### config.mk
export PLATFORM = sky130hd
export DESIGN_NAME = shift_sequencer
export DESIGN_NICKNAME = d
export VERILOG_FILES = /design/src/rtl/shift_seq_pkg.sv /design/src/rtl/shift_step.sv /design/src/rtl/shift_sequencer.sv
export SDC_FILE = /design/constraint.sdc
export NUM_CORES = 1
export LEC_CHECK = 0
export ABC_AREA = 0
export BUFFER_PORTS_ARGS = -buffer_cell sky130_fd_sc_hd__buf_2
export CAP_MARGIN = 25
export CORE_MARGIN = 2
export CORE_UTILIZATION = 25
export DETAILED_ROUTE_END_ITERATION = 7
export GPL_TIMING_DRIVEN = 0
export PLACE_DENSITY = 0.46
export SYNTH_ARGS = -nofsm -noshare
export SYNTH_HDL_FRONTEND = slang
export SYNTH_SLANG_ARGS = --single-unit
### constraint.sdc
create_clock -name clk -period 2.6 [get_ports clk]
set_input_delay 0.52 -clock clk [delete_from_list [all_inputs] [get_ports clk]]
set_output_delay 0.52 -clock clk [all_outputs]
set_load 0.005 [all_outputs]
### src/rtl/shift_seq_pkg.sv
// Shared constants and state encoding for the multi-cycle right-shift sequencer.
package shift_seq_pkg;

  typedef enum logic [1:0] {
    ST_IDLE  = 2'd0,
    ST_SHIFT = 2'd1,
    ST_DONE  = 2'd2
  } state_e;

  // Largest single-cycle step of the shift unit and the width of its select.
  localparam int STEP_MAX = 3;
  localparam int SEL_W    = 2;

endpackage

### src/rtl/shift_step.sv
// One 0-3 position shift step; right logical/arithmetic, plus left when SHIFT_LEFT_EN is defined.
module shift_step
  import shift_seq_pkg::*;
#(
  parameter int WIDTH = 8
) (
  input  logic [WIDTH-1:0] data,
  input  logic [SEL_W-1:0] sel,
  input  logic             arith,
`ifdef SHIFT_LEFT_EN
  input  logic             left,
`endif
  output logic [WIDTH-1:0] result
);

  always_comb begin
    result = data;
`ifdef SHIFT_LEFT_EN
    if (left) begin
      result = data << sel;
    end else if (arith) begin
      result = $signed(data) >>> sel;
    end else begin
      result = data >> sel;
    end
`else
    if (arith) begin
      result = $signed(data) >>> sel;
    end else begin
      result = data >> sel;
    end
`endif
  end

endmodule

### src/rtl/shift_sequencer.sv
// Multi-cycle shift controller: accepts an operand, shifts it 0-3 places per cycle, returns the result.
// Optional left shifts are enabled by defining SHIFT_LEFT_EN (adds the req_left port).
module shift_sequencer
  import shift_seq_pkg::*;
#(
  parameter  int WIDTH = 8,
  localparam int AMT_W = $clog2(WIDTH)
) (
  input  logic             clk,
  input  logic             rst_n,
  input  logic             req_valid,
  output logic             req_ready,
  input  logic [WIDTH-1:0] req_data,
  input  logic [AMT_W-1:0] req_amt,
  input  logic             req_arith,
`ifdef SHIFT_LEFT_EN
  input  logic             req_left,
`endif
  output logic             rsp_valid,
  input  logic             rsp_ready,
  output logic [WIDTH-1:0] rsp_data,
  output logic             busy,
  output logic [1:0]       dbg_state
);

  localparam logic [1:0] IDLE  = ST_IDLE;
  localparam logic [1:0] SHIFT = ST_SHIFT;
  localparam logic [1:0] DONE  = ST_DONE;

  logic [1:0]       state;
  logic [WIDTH-1:0] operand;
  logic [WIDTH-1:0] step_out;
  logic [AMT_W-1:0] remaining;
  logic [AMT_W-1:0] rem_next;
  logic [SEL_W-1:0] sel;
  logic             arith_q;
  logic             accept;
`ifdef SHIFT_LEFT_EN
  logic             left_q;
`endif

  // Both ports use valid/ready: a transfer happens on a rising edge where valid and ready are
  // both high; the sender holds its payload stable until then. One transaction is in flight.
  assign accept    = req_valid && req_ready;
  assign req_ready = rst_n && (state == IDLE);
  assign rsp_valid = (state == DONE);
  assign busy      = (state == SHIFT) || (state == DONE);
  assign dbg_state = state;

  assign sel      = (remaining >= AMT_W'(STEP_MAX)) ? SEL_W'(STEP_MAX) : SEL_W'(remaining);
  assign rem_next = remaining - AMT_W'(sel);

  shift_step #(.WIDTH(WIDTH)) u_step (
    .data   (operand),
    .sel    (sel),
    .arith  (arith_q),
`ifdef SHIFT_LEFT_EN
    .left   (left_q),
`endif
    .result (step_out)
  );

  // rsp_data is loaded only on entry to DONE, so it stays stable through any backpressure.
  always_ff @(posedge clk or negedge rst_n) begin
    if (!rst_n) begin
      state     <= IDLE;
      operand   <= '0;
      remaining <= '0;
      arith_q   <= 1'b0;
      rsp_data  <= '0;
`ifdef SHIFT_LEFT_EN
      left_q    <= 1'b0;
`endif
    end else begin
      case (state)
        IDLE: begin
          if (accept) begin
            operand   <= req_data;
            remaining <= req_amt;
            arith_q   <= req_arith;
`ifdef SHIFT_LEFT_EN
            left_q    <= req_left;
`endif
            if (req_amt == '0) begin
              state    <= DONE;
              rsp_data <= req_data;
            end else begin
              state <= SHIFT;
            end
          end
        end
        SHIFT: begin
          operand   <= step_out;
          remaining <= rem_next;
          if (rem_next == '0) begin
            state    <= DONE;
            rsp_data <= step_out;
          end
        end
        DONE: begin
          if (rsp_ready) begin
            state <= IDLE;
          end
        end
        default: state <= IDLE;
      endcase
    end
  end

endmodule

==> impl_metrics.env <==
export IMPL_worstHoldPathType="in -> async"
export IMPL_critPathRequiredTime_ns=2.76
export IMPL_dieArea_mm2=0.006194
export IMPL_routed_via_density=4.679
export IMPL_fmax_mhz=417.6
export IMPL_yosys_warnings=0
export IMPL_overflow=0
export IMPL_synth_nets=162
export IMPL_drv_slew=0
export IMPL_postCtsSetupBuffers=0
export IMPL_vias=1151
export IMPL_ios=29
export IMPL_nets=195
export IMPL_cts_resized=0
export IMPL_grt_pass1_wl_um=5692
export IMPL_ant_nets=0
export IMPL_wirelength_um=3286
export IMPL_die_height_um=78.70
export IMPL_path_max_fanout=10
export IMPL_final_setup_tns_ns=0
export IMPL_status="finished clean"
export IMPL_max_slew_margin_pct=62.28
export IMPL_holdBufCountCts=0
export IMPL_clk_latency_ns=0.27
export IMPL_p_seq_share_pct=31.3
export IMPL_synthAdderAreaFrac_pct=3.587
export IMPL_power_density_mw_per_mm2=1262
export IMPL_power_frac_clock_pct=11.9
export IMPL_grt_pass1_vias=1149
export IMPL_fin_hold_ws_ns=0.2310
export IMPL_synthMuxAreaShare_pct=15.43
export IMPL_ys_types=37
export IMPL_syn_area_mm2=0.001395
export IMPL_yosys_register_bits=22
export IMPL_dieWidth_um=78.70
export IMPL_hpwlAfterDp_um=2456
export IMPL_critPathKind="reg -> reg"
export IMPL_cp_start_kind="flip-flop"
export IMPL_worst_pin_slew_ns=0.5658
export IMPL_layout_worst_path_cycle_share_pct=92.11
export IMPL_synth_top_area_share_pct=39.46
export IMPL_internal_power_mw=1.221
export IMPL_fin_skew_ns=0.002780
export IMPL_antenna_found_initial=0
export IMPL_ys_flop_type="dfrtp_1"
export IMPL_start_util_pct=25.65
export IMPL_multi_input_area_um2=767.0
export IMPL_drc=0
export IMPL_cts_sinks=22
export IMPL_cts_inserted_buffers=3
export IMPL_gp_congestion=0.7784
export IMPL_finalSetupViolCount=0
export IMPL_htree_num_levels=1
export IMPL_crit_arrival_ns=2.55
export IMPL_rsz0062_at_grt="false"
export IMPL_power_mw=2.121
export IMPL_final_seq_area_um2=550.5
export IMPL_synth_top_family_by_area="compound AO/OA/AOI/OAI gates"
export IMPL_layout_min_cycle_time_ns=2.395
export IMPL_cts_tree="yes"
export IMPL_yosys_top_cells_area="dfrtp_1, mux2i_1, nand2b_1"
export IMPL_postSynthCellCount=142
export IMPL_peakVddDrop_mv=0.4537
export IMPL_grt_usage_pct=11.67
export IMPL_clkSlewWorstSetupHoldPaths_ns=0.08
export IMPL_insertedDiodeCount=0
export IMPL_yosysSeqAreaShare_pct=39.46
export IMPL_port_buffers=28
export IMPL_switching_power_mw=0.8996
export IMPL_rows=27
export IMPL_core_mm2=0.005439
export IMPL_fillers=587
export IMPL_grt_max_degree=26
export IMPL_drive_above_1_share_pct=27.01
export IMPL_synth_simple_area_share_pct=17.76
export IMPL_wire_per_inst_um=13.36
export IMPL_synth_xor_area_share_pct=0
export IMPL_drt_initial_drc_count=29
export IMPL_ys_async_sr_fraction_pct=100.0
export IMPL_dp_slack_ns=0.2002
export IMPL_swShare_pct=42.42
export IMPL_first_pass_iters=4
export IMPL_utilization_pct=30.89
export IMPL_combPwrFrac_pct=56.8
export IMPL_synth_edf_count=0
export IMPL_yosysTopAreaCell="dfrtp_1"
export IMPL_hold_violations=0
export IMPL_cp_end_kind="flip-flop"
export IMPL_p_leak_nw=0.7698
export IMPL_drv_cap=0
export IMPL_setup_slack_ns=0.2051
export IMPL_clock_root_buffer="clkbuf_8"
export IMPL_syn_to_final_growth_pct=20.45
export IMPL_syn_avg_cell_area_um2=9.825
export IMPL_synth_compound_area_share_pct=18.21
export IMPL_cts_buffer_depth=2
-- placed cells by master, fill, tap and decap left out, drive strengths merged, types with 2 or more instances in the layout --
| cell | netlist | layout |
|---|---|---|
| a21oi | 4 | 4 |
| nor2b | 3 | 3 |
| ha | 4 | 4 |
| a211oi | 3 | 3 |
| nand2b | 12 | 12 |
| inv | 8 | 8 |
| o22ai | 3 | 3 |
| clkbuf | 2 | 6 |
| and2 | 2 | 2 |
| dfrtp | 22 | 22 |
| o32ai | 4 | 4 |
| and3 | 2 | 2 |
| nand3 | 3 | 3 |
| o31ai | 4 | 4 |
| nor2 | 3 | 3 |
| mux2i | 8 | 8 |
| o221ai | 2 | 2 |
| buf | 5 | 33 |
| mux2 | 12 | 12 |
| nor3 | 3 | 3 |
| nand2 | 16 | 16 |
| o21ai | 9 | 9 |
-- worst paths after layout --
| kind | from | endpoint | slack [ns] | depth (start not counted) |
|---|---|---|---|---|
| max | remaining[0]$_DFFE_PN0P_ | rsp_data[3]$_DFFE_PN0P_ | 0.21 | 8 |
| max reg2reg | remaining[0]$_DFFE_PN0P_ | rsp_data[3]$_DFFE_PN0P_ | 0.21 | 8 |
| min in group clk | req_arith | arith_q$_DFFE_PN0P_ | 0.49 | 2 |
| min | rst_n | rsp_data[0]$_DFFE_PN0P_ | 0.23 | 1 |
| min reg2reg | rsp_data[3]$_DFFE_PN0P_ | rsp_data[3]$_DFFE_PN0P_ | 0.49 | 1 |
| max in group asynchronous | rst_n | remaining[2]$_DFFE_PN0P_ | 1.98 | 1 |
-- final cells by class --
class	instances	share of cell area (%)
Clock buffer	4	3.276
Sequential cell	22	32.76
Multi-Input combinational cell	105	45.64
Inverter	8	1.787
Tap cell	72	5.361
Timing Repair Buffer	28	8.340
Buffer	7	2.829
-- power groups by stage --
stage                     logic (mW)  clock network, mW  registers, mW
after global routing            1.35              0.275          0.696
after global placement          1.21                  0          0.672
final                           1.20              0.253          0.664
after CTS                       1.22              0.260          0.668
after floorplan                0.892                  0          0.646
after detailed placement        1.21                  0          0.677
-- metal layers --
layer | up-vias | GRT usage [%] | share of wire (%) | wire, µm
li1 | 572 | - | - | -
met4 | 0 | 3.684 | 1.4 | 47
met2 | 14 | 19.91 | 49 | 1614
met3 | 5 | 1.364 | 1.9 | 62
met5 | - | 0 | 0 | 0
met1 | 560 | 15.42 | 48 | 1562
-- registers in the layout (all words and copies together), names as in the netlist --
signal / flops
dbg_state: 2
arith_q: 1
operand: 8
remaining: 3
rsp_data: 8
-- critical path: stages, from the launching register on --
cell,delay [ns]
dfrtp_1,0.44
buf_4,0.20
buf_6,0.15
nand2b_1,0.14
ha_1,0.32
or3b_1,0.38
o311ai_2,0.13
nand2_4,0.18
mux2_1,0.35
-- cells in the mapped netlist (all sizes together), types with 4 or more instances --
cell and count:
a21oi 4, buf 5, dfrtp 22, ha 4, inv 8, mux2 12, mux2i 8, nand2 16
nand2b 12, o21ai 9, o31ai 4, o32ai 4
-- cell families (layout without fill, tap and decap cells) --
| logic type | count (synthesis) | after routing |
|---|---|---|
| simple gates | 46 | 46 |
| compound gates | 35 | 35 |
| buf+inv | 15 | 47 |
| fa+ha+maj | 4 | 4 |
| mux | 20 | 20 |
| flops | 22 | 22 |
-- stage by stage --
| stage | cells | cell area, µm² |
|---|---|---|
| floorplan | 142 | 1395 |
| CTS | 246 | 1680 |
| global route | 246 | 1680 |
| detailed placement | 242 | 1625 |
| finish | 246 | 1680 |
| global placement | 242 | 1625 |
(Power assumes the default switching activity.)
